`config.mk`:
```
export PLATFORM = sky130hd
export DESIGN_NAME = fetch_unit
export DESIGN_NICKNAME = d
export VERILOG_FILES = /design/src/rtl/cpu_defs.sv /design/src/rtl/fetch_queue.sv /design/src/rtl/fetch_unit.sv
export SDC_FILE = /design/constraint.sdc
export NUM_CORES = 1
export LEC_CHECK = 0
export CAP_MARGIN = 20
export CELL_PAD_IN_SITES_DETAIL_PLACEMENT = 1
export CELL_PAD_IN_SITES_GLOBAL_PLACEMENT = 2
export CORE_AREA = 2 2 89 91
export DETAILED_ROUTE_END_ITERATION = 12
export DIE_AREA = 0 0 91 93
export DONT_BUFFER_PORTS = 1
export GPL_ROUTABILITY_DRIVEN = 0
export GPL_TIMING_DRIVEN = 0
export PLACE_DENSITY_LB_ADDON = 0.3
export REMOVE_ABC_BUFFERS = 1
export SLEW_MARGIN = 20
export SYNTH_ARGS = -nofsm -noshare
export SYNTH_HDL_FRONTEND = slang
export SYNTH_SLANG_ARGS = --single-unit
```
`constraint.sdc`:
```
create_clock -name clk -period 6.3 [get_ports clk]
set_input_delay 0.945 -clock clk [delete_from_list [all_inputs] [get_ports clk]]
set_output_delay 0.945 -clock clk [all_outputs]
set_load 0.005 [all_outputs]
```
`src/rtl/cpu_defs.sv`:
```
// Shared CPU definitions: opcode, ALU and branch encodings plus default datapath widths.
package cpu_defs;

  localparam int unsigned DEF_PC_W    = 8;
  localparam int unsigned DEF_INSTR_W = 16;
  localparam int unsigned OP_W        = 4;

  // Instruction opcodes, carried in instr[15:12]
  typedef enum logic [3:0] {
    OP_NOP = 4'b0000,
    OP_ADD = 4'b0001,
    OP_SUB = 4'b0010,
    OP_AND = 4'b0011,
    OP_OR  = 4'b0100,
    OP_XOR = 4'b0101,
    OP_SHL = 4'b0110,
    OP_SHR = 4'b0111,
    OP_LDI = 4'b1000,
    OP_LD  = 4'b1001,
    OP_ST  = 4'b1010,
    OP_JMP = 4'b1011,
    OP_BZ  = 4'b1100
  } opcode_e;

  // ALU operation selects used by execute
  typedef enum logic [2:0] {
    ALU_ADD  = 3'd0,
    ALU_SUB  = 3'd1,
    ALU_AND  = 3'd2,
    ALU_OR   = 3'd3,
    ALU_XOR  = 3'd4,
    ALU_SHL  = 3'd5,
    ALU_SHR  = 3'd6,
    ALU_PASS = 3'd7
  } alu_op_e;

  // Branch kinds resolved in execute
  typedef enum logic [1:0] {
    BRANCH_NONE = 2'd0,
    BRANCH_JMP  = 2'd1,
    BRANCH_BZ   = 2'd2
  } branch_e;

  // All-zero word decodes as NOP
  localparam logic [DEF_INSTR_W-1:0] NOP_INSTR = 16'h0000;

  // Extract the opcode field of an instruction
  function automatic opcode_e opcode_of(input logic [DEF_INSTR_W-1:0] instr);
    return opcode_e'(instr[15:12]);
  endfunction

endpackage

```
`src/rtl/fetch_queue.sv`:
```
// Synchronous FIFO with single-cycle flush. DEPTH must be a power of two, >= 2,
// so the pointers wrap naturally. The head word comes straight from storage flops.
module fetch_queue #(
  parameter int unsigned WIDTH = 24,
  parameter int unsigned DEPTH = 2
) (
  input  logic                     clk,
  input  logic                     rst,
  input  logic                     flush,
  input  logic                     wr_en,
  input  logic [WIDTH-1:0]         wr_data,
  input  logic                     rd_en,
  output logic [WIDTH-1:0]         rd_data,
  output logic [$clog2(DEPTH):0]   count,
  output logic                     full,
  output logic                     empty
);

  localparam int unsigned PTR_W = $clog2(DEPTH);
  localparam int unsigned CNT_W = PTR_W + 1;

  logic [WIDTH-1:0] mem [DEPTH];
  logic [PTR_W-1:0] head;
  logic [PTR_W-1:0] tail;
  logic             do_wr;
  logic             do_rd;

  // Reads only from a non-empty queue; a write into a full queue needs a same-cycle read
  assign do_rd   = rd_en & ~empty;
  assign do_wr   = wr_en & (~full | do_rd);
  assign full    = (count == CNT_W'(DEPTH));
  assign empty   = (count == '0);
  assign rd_data = mem[head];

  // Pointer and occupancy bookkeeping; flush behaves like a reset of the control state
  always_ff @(posedge clk) begin
    if (rst || flush) begin
      head  <= '0;
      tail  <= '0;
      count <= '0;
    end else begin
      if (do_wr) tail <= tail + PTR_W'(1);
      if (do_rd) head <= head + PTR_W'(1);
      count <= count + CNT_W'(do_wr) - CNT_W'(do_rd);
    end
  end

  // Entry storage; contents are don't-care until counted as valid
  always_ff @(posedge clk) begin
    if (do_wr && !flush && !rst) mem[tail] <= wr_data;
  end

endmodule

```
`src/rtl/fetch_unit.sv`:
```
// Instruction fetch stage: owns the pc, queues {pc, instr} pairs from the
// combinational instruction memory and hands them to decode over valid/ready.
// Branch redirects flush everything not yet accepted by decode.
module fetch_unit
  import cpu_defs::*;
#(
  parameter int unsigned    PC_W     = DEF_PC_W,
  parameter int unsigned    INSTR_W  = DEF_INSTR_W,
  parameter int unsigned    DEPTH    = 2,
  parameter logic [PC_W-1:0] RESET_PC = '0
) (
  input  logic                   clk,
  input  logic                   rst,
  input  logic                   fetch_en,
  output logic [PC_W-1:0]        imem_pc,
  input  logic [INSTR_W-1:0]     imem_instr,
  output logic                   id_valid,
  input  logic                   id_ready,
  output logic [INSTR_W-1:0]     id_instr,
  output logic [PC_W-1:0]        id_pc,
  input  logic                   br_taken,
  input  logic [PC_W-1:0]        br_target,
  output logic [$clog2(DEPTH):0] q_count
);

  localparam int unsigned ENT_W = PC_W + INSTR_W;

  logic [PC_W-1:0]  pc;
  logic             enq;
  logic             deq;
  logic             q_full;
  logic             q_empty;
  logic [ENT_W-1:0] head_data;

  // Handshake arbitration: a redirect suppresses the enqueue of its own cycle
  assign id_valid = ~q_empty;
  assign deq      = id_valid & id_ready;
  assign enq      = fetch_en & ~br_taken & (~q_full | deq);
  assign imem_pc  = pc;

  // Program counter: reset, then redirect, then sequential advance (wraps mod 2^PC_W)
  always_ff @(posedge clk) begin
    if (rst) begin
      pc <= RESET_PC;
    end else if (br_taken) begin
      pc <= br_target;
    end else if (enq) begin
      pc <= pc + PC_W'(1);
    end
  end

  fetch_queue #(
    .WIDTH (ENT_W),
    .DEPTH (DEPTH)
  ) u_queue (
    .clk     (clk),
    .rst     (rst),
    .flush   (br_taken),
    .wr_en   (enq),
    .wr_data ({pc, imem_instr}),
    .rd_en   (deq),
    .rd_data (head_data),
    .count   (q_count),
    .full    (q_full),
    .empty   (q_empty)
  );

  // Decode sees a NOP at pc 0 whenever nothing valid is queued
  assign id_pc    = id_valid ? head_data[ENT_W-1 -: PC_W] : '0;
  assign id_instr = id_valid ? head_data[INSTR_W-1:0] : INSTR_W'(NOP_INSTR);

endmodule

```
==> flow_summary_export.csv <==
group,metric,value,unit
route,remaining_drc_errors,0,
timing,hold_violations,0,
power,power_density,301.1,mW/mm^2
min_path,hold_path.class,"reg -> reg",
floorplanning,rows,32,
timing,max_slew_margin,26.63,%
clocking,cts_buffer_depth,2,
yosys,avgSynthCellArea,13.28,sq um
critical_path,reg2reg_slack,4.01,ns
finish,multiInputGateArea,768.2,sq um
placed_design,postPlaceCellArea,0.002650,sq mm
route,drt-initial-drc-count,39,
route,drt-vias-per-instance,5.050,
timing,rsz0062_at_grt,"false",
critical_path,critPathRequiredTime,5.35,ns
yosys,yosys-top-cells-count,"48 x edfxtp_1, 33 x nor2_1, 24 x mux2i_1, 13 x dfxtp_1, 6 x inv_1",
critical_path,arrival,1.50,ns
timing,tns,0,ns
clocking,cts_resized,0,
yosys,synthTopCellsByArea,"edfxtp_1 57%, dfxtp_1 10%, mux2i_1 9.5%",
placed_design,dp_hpwl,3603,um
clocking,post_cts.repair.setup_buffers,0,
finish,nFillCells,812,
power,ir_worst_vdd,92.11,uV
grt,grt_max_degree,25,
timing,fmax,408.3,MHz
floorplanning,start_util,33.71,%
yosys,synth_edf_count,48,
grt,grt_pass1_wl,8142,um
timing,final-setup-viol-count,0,
finish,fin_area,0.002856,sq mm
route,vias,1530,
route,dr.pass1.iters,4,
yosys,synth_ff_type,"edfxtp_1",
clocking,h-tree-depth,3,
floorplanning,fp.dieW,91,um
flow_run,drv_cap,0,
critical_path,endpoint_kind,"output pin",
yosys,synth_seq_cells,61,
route,wirelength,5091,um
grt,grt_pass1_vias,1558,
clocking,cts_sinks,61,
route,wl_per_cell,16.80,um
finish,nNetsFinal,227,
critical_path,r2r_end,"u_queue.mem[0][8]$_DFFE_PP_",
clocking,hold_buffers,0,
route,ant_nets,0,
power,power.total,0.8602,mW
critical_path,worstPathCellList,"mux2i_1 > nor2_1",
finish,antenna_cells,0,
finish,ff_latch_area,0.001703,sq mm
timing,skew,0.01077,ns
yosys,yosysSeqAreaShare,67.06,%
yosys,synth_most_common_cell,"edfxtp_1",
min_path,hp-start,"u_queue.head$_SDFFE_PP0P_",
critical_path,critical_path_peak_fanout,24,
floorplanning,ios,64,
clocking,cts_tree,"done",
yosys,synth.distinct_cells,38,
timing,maxSlewViolCount,0,
clocking,clock_latency,0.33,ns
finish,area_growth_syn_to_layout,12.57,%
placed_design,port_buffers,0,
outcome,status,"finished, final reports clean",
critical_path,critPathSlowestCell,"dfxtp_2",
yosys,yosys.area.top_type,"edfxtp_1",
floorplanning,core,0.007527,sq mm
floorplanning,die_y,93,um
min_path,holdPathStages,2,
clocking,cts_root_buf,"clkbuf_8",
grt,globalRoute.totalOverflow,0,
yosys,yosysWarnings,0,
clocking,clk_pin_slew_worst_paths,0.07,ns
min_path,min_to,"u_queue.head$_SDFFE_PP0P_",
timing,worstMarginPinSlew,1.096,ns
yosys,synth_area,0.002537,sq mm
yosys,async_flop_share,0,%
power,leakage,0.9080,nW
critical_path,cp-start-kind,"flop",
timing,fin_crit_sh,38.88,%
critical_path,r2r_start,"u_queue.count[1]$_SDFF_PP0_",
grt,track_usage,12.51,%
yosys,syn-instance-count,191,
critical_path,worst-setup-path-type,"reg -> out",
critical_path,critPathMaxStageDelay,0.81,ns
finish,drive_gt1_share,11.44,%
clocking,cts_buffers,9,
critical_path,worstRegToRegCells,4,
floorplanning,fp.dieArea,0.008463,sq mm
yosys,post-synth-top-area-fraction,56.80,%
timing,fin_crit,2.449,ns
grt,antenna_found_initial,0,
[state kept, by name, summed over array words and instances, names as in the netlist, named ones only]
signal and cells:
u_queue.mem 48, imem_pc 8, u_queue.count 2, u_queue.head 1
u_queue.tail 1
[where the power goes]
group	leakage (nW)	internal [mW]	switching (mW)
combinational	0.256	0.0172	0.0249
sequential	0.547	0.447	0.0136
clock	0.105	0.219	0.139
[area by class of cell]
type	count	area share, %
sequential	61	59.61
tap	102	4.468
clock buffer	10	4.468
clock inverter	6	2.716
inverter	7	0.9198
multi-input combinational	113	26.89
timing repair buffer	4	0.9198
[cells by family (layout without fill, tap and decap cells)]
kind of cell,after synthesis,count (layout),synth area share (%)
buffers and inverters,17,27,3.057
xor gates and xnor gates,2,2,0.6905
DFF,61,61,67.06
muxes,24,24,9.467
and+or+nand+nor,63,63,12.72
AOI/OAI and AO/OA,22,22,6.016
adders and majority gates,2,2,0.9860
[stage by stage]
step	hold WS (ns)	setup WS (ns)	std cells	util, %
final	0.5118	3.851	303	37.95
after CTS	0.5137	3.782	303	37.93
after global routing	0.5611	3.700	303	37.95
after detailed placement	0.4986	3.570	287	35.21
after floorplan	0.4671	2.271	181	-
after global placement	0.4779	0.9835	283	34.72
[critical path: cells and delay by family (launching register included)]
kind | cells | cell delay (ns)
DFF | 1 | 0.81
muxes | 1 | 0.28
and+or+nand+nor | 1 | 0.08
[worst max-delay path by stage]
stage | startpoint | endpoint | slack, ns | cells past startpoint
after detailed placement | br_taken | u_queue.mem[0][5]$_DFFE_PP_ | 3.57 | 5
after global routing | flop | id_pc[6] | 3.70 | 2
final | flop | id_pc[0] | 3.85 | 2
after CTS | flop | id_pc[6] | 3.78 | 2
after floorplan | br_taken | u_queue.mem[0][0]$_DFFE_PP_ | 2.27 | 3
after global placement | br_taken | u_queue.mem[0][5]$_DFFE_PP_ | 0.98 | 3
[cell usage in the layout, fill, tap and decap left out, drive strengths merged]
master | Yosys | layout
edfxtp | 48 | 48
nor2 | 33 | 33
mux2i | 24 | 24
dfxtp | 13 | 13
clkbuf | 5 | 10
inv | 6 | 6
o21ai | 6 | 6
a311oi | 5 | 5
clkinv | 1 | 5
or3 | 4 | 4
nand3 | 4 | 4
buf | 5 | 4
a21oi | 3 | 3
or4 | 3 | 3
nor3 | 3 | 3
nand2 | 3 | 3
nor4 | 3 | 3
nand4 | 2 | 2
o31ai | 2 | 2
o31a | 2 | 2
ha | 2 | 2
bufinv | 0 | 2
nor3b | 2 | 2
or3b | 1 | 1
and4 | 1 | 1
xor2 | 1 | 1
a21o | 1 | 1
nand4bb | 1 | 1
o211ai | 1 | 1
and3b | 1 | 1
a31oi | 1 | 1
nand3b | 1 | 1
nor2b | 1 | 1
o311a | 1 | 1
xnor2 | 1 | 1
[layer usage]
layer  share of wire [%]  vias to the layer above  global-route usage (%)  wire length, um
li1                    -                      724                       -                -
met1                  40                      747                   13.43             2027
met2                  51                       51                   21.73             2574
met3                 8.2                        8                   5.238              415
met4                 1.5                        0                   5.303               74
met5                   0                        -                       0                0
(Power assumes the default switching activity.)
